`src/rtl/alu_seq.sv`:
```
// alu_seq: multi-cycle ALU behind a start/busy/done handshake.
// Keeps the legacy 3-bit ALU control encoding. It adds iterative SLL/SRL,
// which shift one bit per cycle, and MUL, which is shift-and-add.
//
// Ports:
//   clk, rst_n      clock, synchronous active-low reset
//   start           launch request, accepted only when idle
//   gin, a, b       op code and operands, captured with start
//   busy            high while an operation is in flight
//   done            one-cycle pulse when result/flags are valid
//   result          registered result, held until the next done
//   zout, nout, ovf zero / negative / signed-overflow flags, updated with done
//
// The visible outputs are registered one stage behind the control state.
// As a result, a single-cycle op raises done one edge after start, and an
// iterative op raises done one edge after its last iteration.
module alu_seq #(
  parameter int unsigned WIDTH = 32
) (
  input  logic             clk,
  input  logic             rst_n,
  input  logic             start,
  input  logic [2:0]       gin,
  input  logic [WIDTH-1:0] a,
  input  logic [WIDTH-1:0] b,
  output logic             busy,
  output logic             done,
  output logic [WIDTH-1:0] result,
  output logic             zout,
  output logic             nout,
  output logic             ovf
);

  localparam int unsigned CNT_W = $clog2(WIDTH);

  localparam logic [2:0] OP_AND = 3'b000;
  localparam logic [2:0] OP_OR  = 3'b001;
  localparam logic [2:0] OP_ADD = 3'b010;
  localparam logic [2:0] OP_SLL = 3'b011;
  localparam logic [2:0] OP_SRL = 3'b100;
  localparam logic [2:0] OP_MUL = 3'b101;
  localparam logic [2:0] OP_SUB = 3'b110;
  localparam logic [2:0] OP_SLT = 3'b111;

  typedef enum logic [1:0] {
    S_IDLE = 2'd0,
    S_RUN  = 2'd1,
    S_DONE = 2'd2
  } state_e;

  state_e             state_q, state_d;
  logic [2:0]         op_q, op_d;
  logic [CNT_W-1:0]   cnt_q, cnt_d;
  logic [WIDTH-1:0]   acc_q, acc_d;
  logic [WIDTH-1:0]   mcand_q, mcand_d;
  logic [WIDTH-1:0]   mplier_q, mplier_d;
  logic               ovf_p_q, ovf_p_d;
  logic               busy_q, busy_d;
  logic               done_q, done_d;
  logic [WIDTH-1:0]   result_q, result_d;
  logic               zout_q, zout_d;
  logic               nout_q, nout_d;
  logic               ovf_q, ovf_d;

  // Single-cycle datapath, evaluated on the live operands at capture time
  logic [WIDTH-1:0] sum, diff;
  logic             ovf_add, ovf_sub, slt, shift_big, b_zero, accept;

  always_comb begin
    sum       = a + b;
    diff      = a + ~b + WIDTH'(1);
    ovf_add   = (a[WIDTH-1] == b[WIDTH-1]) && (sum[WIDTH-1] != a[WIDTH-1]);
    ovf_sub   = (a[WIDTH-1] != b[WIDTH-1]) && (diff[WIDTH-1] != a[WIDTH-1]);
    // Sign of a-b corrected by overflow gives the true signed compare
    slt       = diff[WIDTH-1] ^ ovf_sub;
    shift_big = |b[WIDTH-1:CNT_W];
    b_zero    = (b == '0);
    // busy_q still high while the state is idle marks the visible done cycle
    accept    = start && (state_q == S_IDLE) && !busy_q;
  end

  // Next-state, iteration and output-stage logic
  always_comb begin
    state_d  = state_q;
    op_d     = op_q;
    cnt_d    = cnt_q;
    acc_d    = acc_q;
    mcand_d  = mcand_q;
    mplier_d = mplier_q;
    ovf_p_d  = ovf_p_q;
    result_d = result_q;
    zout_d   = zout_q;
    nout_d   = nout_q;
    ovf_d    = ovf_q;
    busy_d   = (state_q != S_IDLE);
    done_d   = (state_q == S_DONE);

    case (state_q)
      S_IDLE: begin
        if (accept) begin
          op_d     = gin;
          mcand_d  = a;
          mplier_d = b;
          ovf_p_d  = 1'b0;
          state_d  = S_DONE;
          case (gin)
            OP_ADD: begin
              acc_d   = sum;
              ovf_p_d = ovf_add;
            end
            OP_SUB: begin
              acc_d   = diff;
              ovf_p_d = ovf_sub;
            end
            OP_SLT: acc_d = {{(WIDTH-1){1'b0}}, slt};
            OP_AND: acc_d = a & b;
            OP_OR:  acc_d = a | b;
            OP_SLL, OP_SRL: begin
              // Out-of-range and zero shifts finish without iterating
              if (shift_big) begin
                acc_d = '0;
              end else if (b_zero) begin
                acc_d = a;
              end else begin
                acc_d   = a;
                cnt_d   = b[CNT_W-1:0] - CNT_W'(1);
                state_d = S_RUN;
              end
            end
            OP_MUL: begin
              acc_d   = '0;
              cnt_d   = CNT_W'(WIDTH - 1);
              state_d = S_RUN;
            end
            default: acc_d = '0;
          endcase
        end
      end

      S_RUN: begin
        case (op_q)
          OP_SLL: acc_d = acc_q << 1;
          OP_SRL: acc_d = acc_q >> 1;
          OP_MUL: begin
            if (mplier_q[0]) begin
              acc_d = acc_q + mcand_q;
            end
            mcand_d  = mcand_q << 1;
            mplier_d = mplier_q >> 1;
          end
          default: acc_d = acc_q;
        endcase
        cnt_d = cnt_q - CNT_W'(1);
        if (cnt_q == '0) begin
          state_d = S_DONE;
        end
      end

      S_DONE: begin
        result_d = acc_q;
        zout_d   = (acc_q == '0);
        nout_d   = acc_q[WIDTH-1];
        ovf_d    = ovf_p_q;
        state_d  = S_IDLE;
      end

      default: state_d = S_IDLE;
    endcase
  end

  // State and output registers; reset aborts any operation in flight
  always_ff @(posedge clk) begin
    if (!rst_n) begin
      state_q  <= S_IDLE;
      op_q     <= '0;
      cnt_q    <= '0;
      acc_q    <= '0;
      mcand_q  <= '0;
      mplier_q <= '0;
      ovf_p_q  <= 1'b0;
      busy_q   <= 1'b0;
      done_q   <= 1'b0;
      result_q <= '0;
      zout_q   <= 1'b0;
      nout_q   <= 1'b0;
      ovf_q    <= 1'b0;
    end else begin
      state_q  <= state_d;
      op_q     <= op_d;
      cnt_q    <= cnt_d;
      acc_q    <= acc_d;
      mcand_q  <= mcand_d;
      mplier_q <= mplier_d;
      ovf_p_q  <= ovf_p_d;
      busy_q   <= busy_d;
      done_q   <= done_d;
      result_q <= result_d;
      zout_q   <= zout_d;
      nout_q   <= nout_d;
      ovf_q    <= ovf_d;
    end
  end

  assign busy   = busy_q;
  assign done   = done_q;
  assign result = result_q;
  assign zout   = zout_q;
  assign nout   = nout_q;
  assign ovf    = ovf_q;

endmodule

```
`config.mk`:
```
export PLATFORM = sky130hd
export DESIGN_NAME = alu_seq
export DESIGN_NICKNAME = d
export VERILOG_FILES = /design/src/rtl/alu_seq.sv
export SDC_FILE = /design/constraint.sdc
export NUM_CORES = 1
export LEC_CHECK = 0
export CAP_MARGIN = 20
export CORE_MARGIN = 8
export CORE_UTILIZATION = 61
export DETAILED_ROUTE_END_ITERATION = 10
export PLACE_DENSITY = 0.8
export SKIP_LAST_GASP = 1
export SLEW_MARGIN = 10
export SYNTH_ARGS = -nofsm -noshare
export SYNTH_HDL_FRONTEND = slang
export SYNTH_SLANG_ARGS = --single-unit
```
`constraint.sdc`:
```
create_clock -name clk -period 5.15 [get_ports clk]
set_input_delay 1.2875 -clock clk [delete_from_list [all_inputs] [get_ports clk]]
set_output_delay 1.2875 -clock clk [all_outputs]
set_load 0.1 [all_outputs]
```
Yosys cells after proc, flatten, opt, wreduce, memory -nomap -nowiden --
Index checks and enable logic that the tools add are counted.
Storage, ports and cells: memory bits (writable) 0, memory bits (read-only) 0, flip-flop bits (word level) 144, output and inout port bits 37, bits in latches 0, memories kept 0
Operators by class: reductions and logical operators 19, div/mod/pow operators 0, bitwise logic cells 4, eq/ne operators 24, add/sub/neg operators 6, multiplexer cells 24, $mul 0, shifts and indexed selects 0, magnitude comparators 0
Operator list (count):
- 32-bit 2-to-1 mux | 7
- 32-bit one-hot mux with 7 select lines | 1
- 32-bit one-hot mux with 2 select lines | 3
- 32-bit adder | 3
- 32-bit one-hot mux with 3 select lines | 1
- 32-bit zero test | 2
- 32-bit by 1-bit adder with 32-bit output (second input constant) | 1
- 32-bit bitwise AND | 1
- 32-bit inverter | 1
- 32-bit bitwise OR | 1
- 27-bit OR reduction | 1
- 5-bit one-hot mux with 2 select lines | 2
- 3-bit == test (second input constant) | 6
- 5-bit 2-to-1 mux | 3
- 5-bit by 1-bit subtractor with 5-bit output (second input constant) | 2
- 3-bit by 2-bit == test with 1-bit output (second input constant) | 3
- 3-bit != test (second input constant) | 3
- 2-bit 2-to-1 mux | 4
- 2-bit one-hot mux with 2 select lines | 2
- 5-bit zero test | 1
- 5-bit AND reduction | 1
- 1-bit logical AND | 4
- 2-bit != test (second input constant) | 2
- 4-bit by 1-bit != test with 1-bit output (second input constant) | 1
- other kinds (17) | 21

Logic depth before layout (Yosys ltp) --
Gate-level depths: netlist of the first run.
depth after elaboration 9, depth in mapped cells 21, gate-level depth less buffers 20

Least setup slack after synthesis of the first run --
Ideal clock, no wire load.
path kind input to register, from input a[13], to register acc_q[31], path slack 0.548 ns, path buffers 1, required time 5.030 ns, arrival time 4.483 ns, cell stages on the path 21, cells stage by stage inv_1 -> ha_1 -> clkbuf_1 -> or2_2 -> or3_1 -> o221ai_1 -> a221oi_1 -> nand3_1 -> and3_1 -> o21ai_1 -> nand2b_1 -> a21oi_1 -> o31a_1 -> fa_1 -> inv_1 -> a21oi_1 -> o22ai_1 -> a21oi_1 -> o211ai_1 -> nand3_1 -> nand3_1
On the way: cells in the longest elaborated chain, start to end 5, elaborated cells between the ends (all ways) 6, classes of those cells add/sub: 3; mux: 3
RTL lines:
- from (decl) | line 24 | input logic [WIDTH-1:0] a,
- 32-bit adder | line 71 | diff = a + ~b + WIDTH'(1);
- 32-bit by 1-bit adder with 32-bit output | line 71
- 32-bit one-hot mux with 7 select lines * | line 106 | case (gin)
- 32-bit 2-to-1 mux * | line 100 | if (accept) begin
- 32-bit one-hot mux with 2 select lines * | line 98 | case (state_q)
- to (signal assigned) | line 177 | acc_q <= '0;
- to (signal assigned) | line 191 | acc_q <= acc_d;
- to (decl) | line 54 | logic [WIDTH-1:0] acc_q, acc_d;
Mark *: on every way between the ends. The rest lies on a longest branch, timed or not. The select of a mux whose other input is x is not followed. A chain may end at the register's enable or synchronous reset.

Final worst setup path of the first run --
from input a[4], to register ovf_p_q
On the way: cells in the longest elaborated chain, start to end 5, elaborated cells between the ends (all ways) 8, classes of those cells add/sub: 3; eq/ne: 2; mux: 1; reduce/logical: 2
RTL lines:
- 32-bit adder | line 71
- 32-bit by 1-bit adder with 32-bit output | line 71
- 1-bit != test | line 73 | ovf_sub = (a[WIDTH-1] != b[WIDTH-1]) && (diff[WIDTH-1] != a[WIDTH-1]);
- 1-bit logical AND | line 73
- 1-bit one-hot mux with 2 select lines * | line 106
- to (signal assigned) | line 194 | ovf_p_q <= ovf_p_d;
- to (decl) | line 57 | logic ovf_p_q, ovf_p_d;
Mark *: on every way between the ends. The rest lies on a longest branch, timed or not.

==> results of run 1 <==
-- logic make-up after synthesis --
group,Yosys count,synth area share [%]
DFF,143,20.88
buffers and inverters,242,7.218
muxes,16,1.168
and+or+nand+nor,569,18.87
adders and majority gates,133,12.36
AOI/OAI and AO/OA,690,35.74
xor gates and xnor gates,59,3.769
-- registers in the layout, summed over array words and instances, names as in the netlist --
| register | count |
|---|---|
| ovf_p_q | 1 |
| op_q | 3 |
| mcand_q | 32 |
| done | 1 |
| mplier_q | 32 |
| ovf | 1 |
| result | 32 |
| zout | 1 |
| cnt_q | 5 |
| state_q | 2 |
| acc_q | 32 |
| busy | 1 |
-- routing by layer --
layer	wire, µm	global-route usage, %
met4	1895	14.11
met2	21800	54.40
met3	5681	8.890
met1	20830	46.61
met5	10	0
-- power by group through the flow --
| stage | Clock [mW] | Combinational (mW) | Sequential (mW) |
|---|---|---|---|
| after floorplan | 0 | 0.872 | 1.32 |
| after global placement | 0 | 1.35 | 1.31 |
| after detailed placement | 0 | 1.38 | 1.31 |
| after CTS | 1.32 | 1.39 | 1.29 |
| after global routing | 1.36 | 1.54 | 1.30 |
| final | 1.32 | 1.43 | 1.29 |
-- metrics by stage --
step	area [µm²]	TNS, ns	util [%]	std cells
6_report	16420	0	73.42	2300
4_1_cts	16400	0	73.32	2300
3_5_place_dp	15800	-0.6305	70.64	2268
2_1_floorplan	13710	0	-	1852
3_3_place_gp	15800	-0.2600	70.64	2268
5_1_grt	16420	0	73.42	2300
-- cell usage after synthesis (14+ instances only) --
library cell    n
dfxtp_1       143
clkbuf_1      112
inv_1         105
o211ai_1       76
o21ai_0       102
ha_1          129
nand4_1        17
nor3_1         34
o22ai_1        18
xor2_1         14
a22oi_1        14
a221oi_1       16
a21boi_0       46
o21bai_1       20
nor2b_1        20
a21o_1         19
a211oi_1       25
mux2i_1        16
nor4_1         19
o31ai_1        15
nand2_1       235
nor2_1        142
o211a_1        66
xnor2_1        45
nand3_1        28
a21oi_1       155
nand2b_1       18
-- cell type report --
cell class	count	share of cell area, %
clock buffers	18	2.614
clock inverters	14	1.036
inverters	106	2.423
multi-input cells	1467	60.47
flip-flops and latches	143	17.43
well taps	285	2.172
repair buffers	267	13.85
-- worst max-delay path, stage by stage --
cell	delay [ns]
clkdlybuf4s50_1	0.47
inv_1	0.06
ha_1	0.32
nor2_1	0.09
a211oi_2	0.29
a21oi_1	0.12
buf_4	0.15
o2111ai_2	0.26
nand3_1	0.16
and3_1	0.21
o21ai_1	0.22
nand2b_1	0.08
a21oi_1	0.15
o31a_1	0.15
fa_1	0.43
buf_4	0.15
xnor2_1	0.13
nand4_1	0.12
nand2_1	0.06
o31a_1	0.28
-- worst paths after layout --
check,cells after the start,slack [ns],from,end
setup / recovery,20,0.28,a[4],ovf_p_q
hold / removal,2,0.46,result[25],result[25]
setup reg to reg,12,1.50,acc_q[0],acc_q[26]
hold reg to reg,2,0.46,result[25],result[25]
-- layout by cell type (no fill, tap or decap), types with 18 or more instances in the layout --
master,n
nand2_1,234
buf_4,161
a21oi_1,155
dfxtp_1,143
nor2_1,142
ha_1,129
inv_1,105
clkdlybuf4s50_1,104
o21ai_0,102
o211ai_1,76
o211a_1,66
a21boi_0,46
xnor2_1,45
nor3_1,33
nand3_1,28
a211oi_1,24
o21bai_1,20
a21o_1,19
nor4_1,19
nand2b_1,18
o22ai_1,18
==> results.md, run 1 <==
- Routed Antenna Nets: 0
- Fin worst setup slack: 0.2786 ns
- Post-synthesis sequential area ratio: 20.88%
- Clock tree sinks: 143
- Hold WS: 0.4606 ns
- Critical path class: in2reg
- Post-CTS sizing: 0
- Post-synth top area cell: dfxtp_1
- Crit path max fanout: 3
- Ys async rst share: 0%
- HP Class: reg2reg
- First-pass GRT wire length: 79330 µm
- Gr usage total: 35.35%
- Syn Nets: 2055
- Initial DRC count: 1771
- Max_cap viols: 0
- Overall via count from detail_route: 15287
- Multi-input gate area: 0.009930 mm²
- Fin crit share: 94.59%
- Synth Instances: 1852
- Syn_area_per_cell: 7.403 µm²
- Slew headroom: 34.28%
- Worst-margin pin slew: 0.9828 ns
- Status: completed
- Die outline height: 165.9 µm
- Clock root buffer: clkbuf_16
- DP Wirelength: 37950 µm
- Yosys reg bits: 143
- WP data arrival: 5.20 ns
- Reg area: 0.002863 mm²
- I/O pin cnt: 107
- PD cells: 245.7 mW/mm²
- Syn Std Cell Area: 0.01371 mm²
- DRC Markers: 0
- Finish-stage setup viols: 0
- Worst slack at placement: -0.2715 ns
- Setup crit start kind: primary input
- Worst-Skew Late Latency: 0.44 ns
- Initial antenna violation count: 1
- DR pass1 iterations: 8
- Drt wl/cell: 21.83 µm
- # rows: 55
- Drt total wl: 50220 µm
- VDD IR max: 0.1839 mV
- Largest net degree at the start of global routing: 81
- Vias in the first global route: 14590
- Peak Freq: 205.3 MHz
- CTS Buf Count: 17
- Ys flop type: dfxtp_1
- Port bufs: 106
- Nets: 2205
- Net Sw Frac: 37.98%
- Core area: 0.02237 mm²
- Final Hold Fails: 0
- Top cells by area, synth: dfxtp_1, ha_1, nand2_1
- Sequential Power Share: 32.0%
- Via/cell ratio: 6.647
- Synth unique cells: 89
- RSZ-0062 raised after global routing: false
- Logic pwr share: 35.4%
- Routability Congestion: 0.9738
- Overall power: 4.035 mW
- Worst-path clk slew: 0.07 ns
- Initial Utilization: 61.30%
- Hold-fix buffers, CTS: 0
- NetSw: 1.533 mW
- Worst EP required: 5.47 ns
- Yosys top cell area share: 20.88%
- Grt ovf: 0
- H-tree depth: 4
- Number of synthesized flops with an enable pin: 0
- CTS Buffer Depth: 2
- CTS tree: built
- DIE AREA: 0.02753 mm²
- Layout area overhead: 19.77%
- Pins Over Slew Limit: 0
- Power Internal: 2.502 mW
- LEAKAGE: 7.227 nW
- Final Skew: 0.01512 ns
- ANT cells: 0
- Tmin final: 4.871 ns
- Chip Width: 165.9 µm
- Power share of the clock group: 32.6%
- Postcts setup bufs: 0
- Synth warn: 0
- Filler Cell Count: 1780
- Share of cells above drive strength 1: 11.66%
- Crit. End Element: flip-flop
Power figures use the tool's default switching activity.
==> inputs of run 2 (changes only) <==
--- a/config.mk
+++ b/config.mk
@@ -8,6 +8,8 @@
 export CAP_MARGIN = 20
 export CORE_MARGIN = 8
 export CORE_UTILIZATION = 61
+export CTS_CLUSTER_DIAMETER = 40
+export CTS_CLUSTER_SIZE = 16
 export DETAILED_ROUTE_END_ITERATION = 10
 export PLACE_DENSITY = 0.8
 export SKIP_LAST_GASP = 1
==> results of run 2 <==
The final DEF is identical to that of run 1; final timing and power are the same.
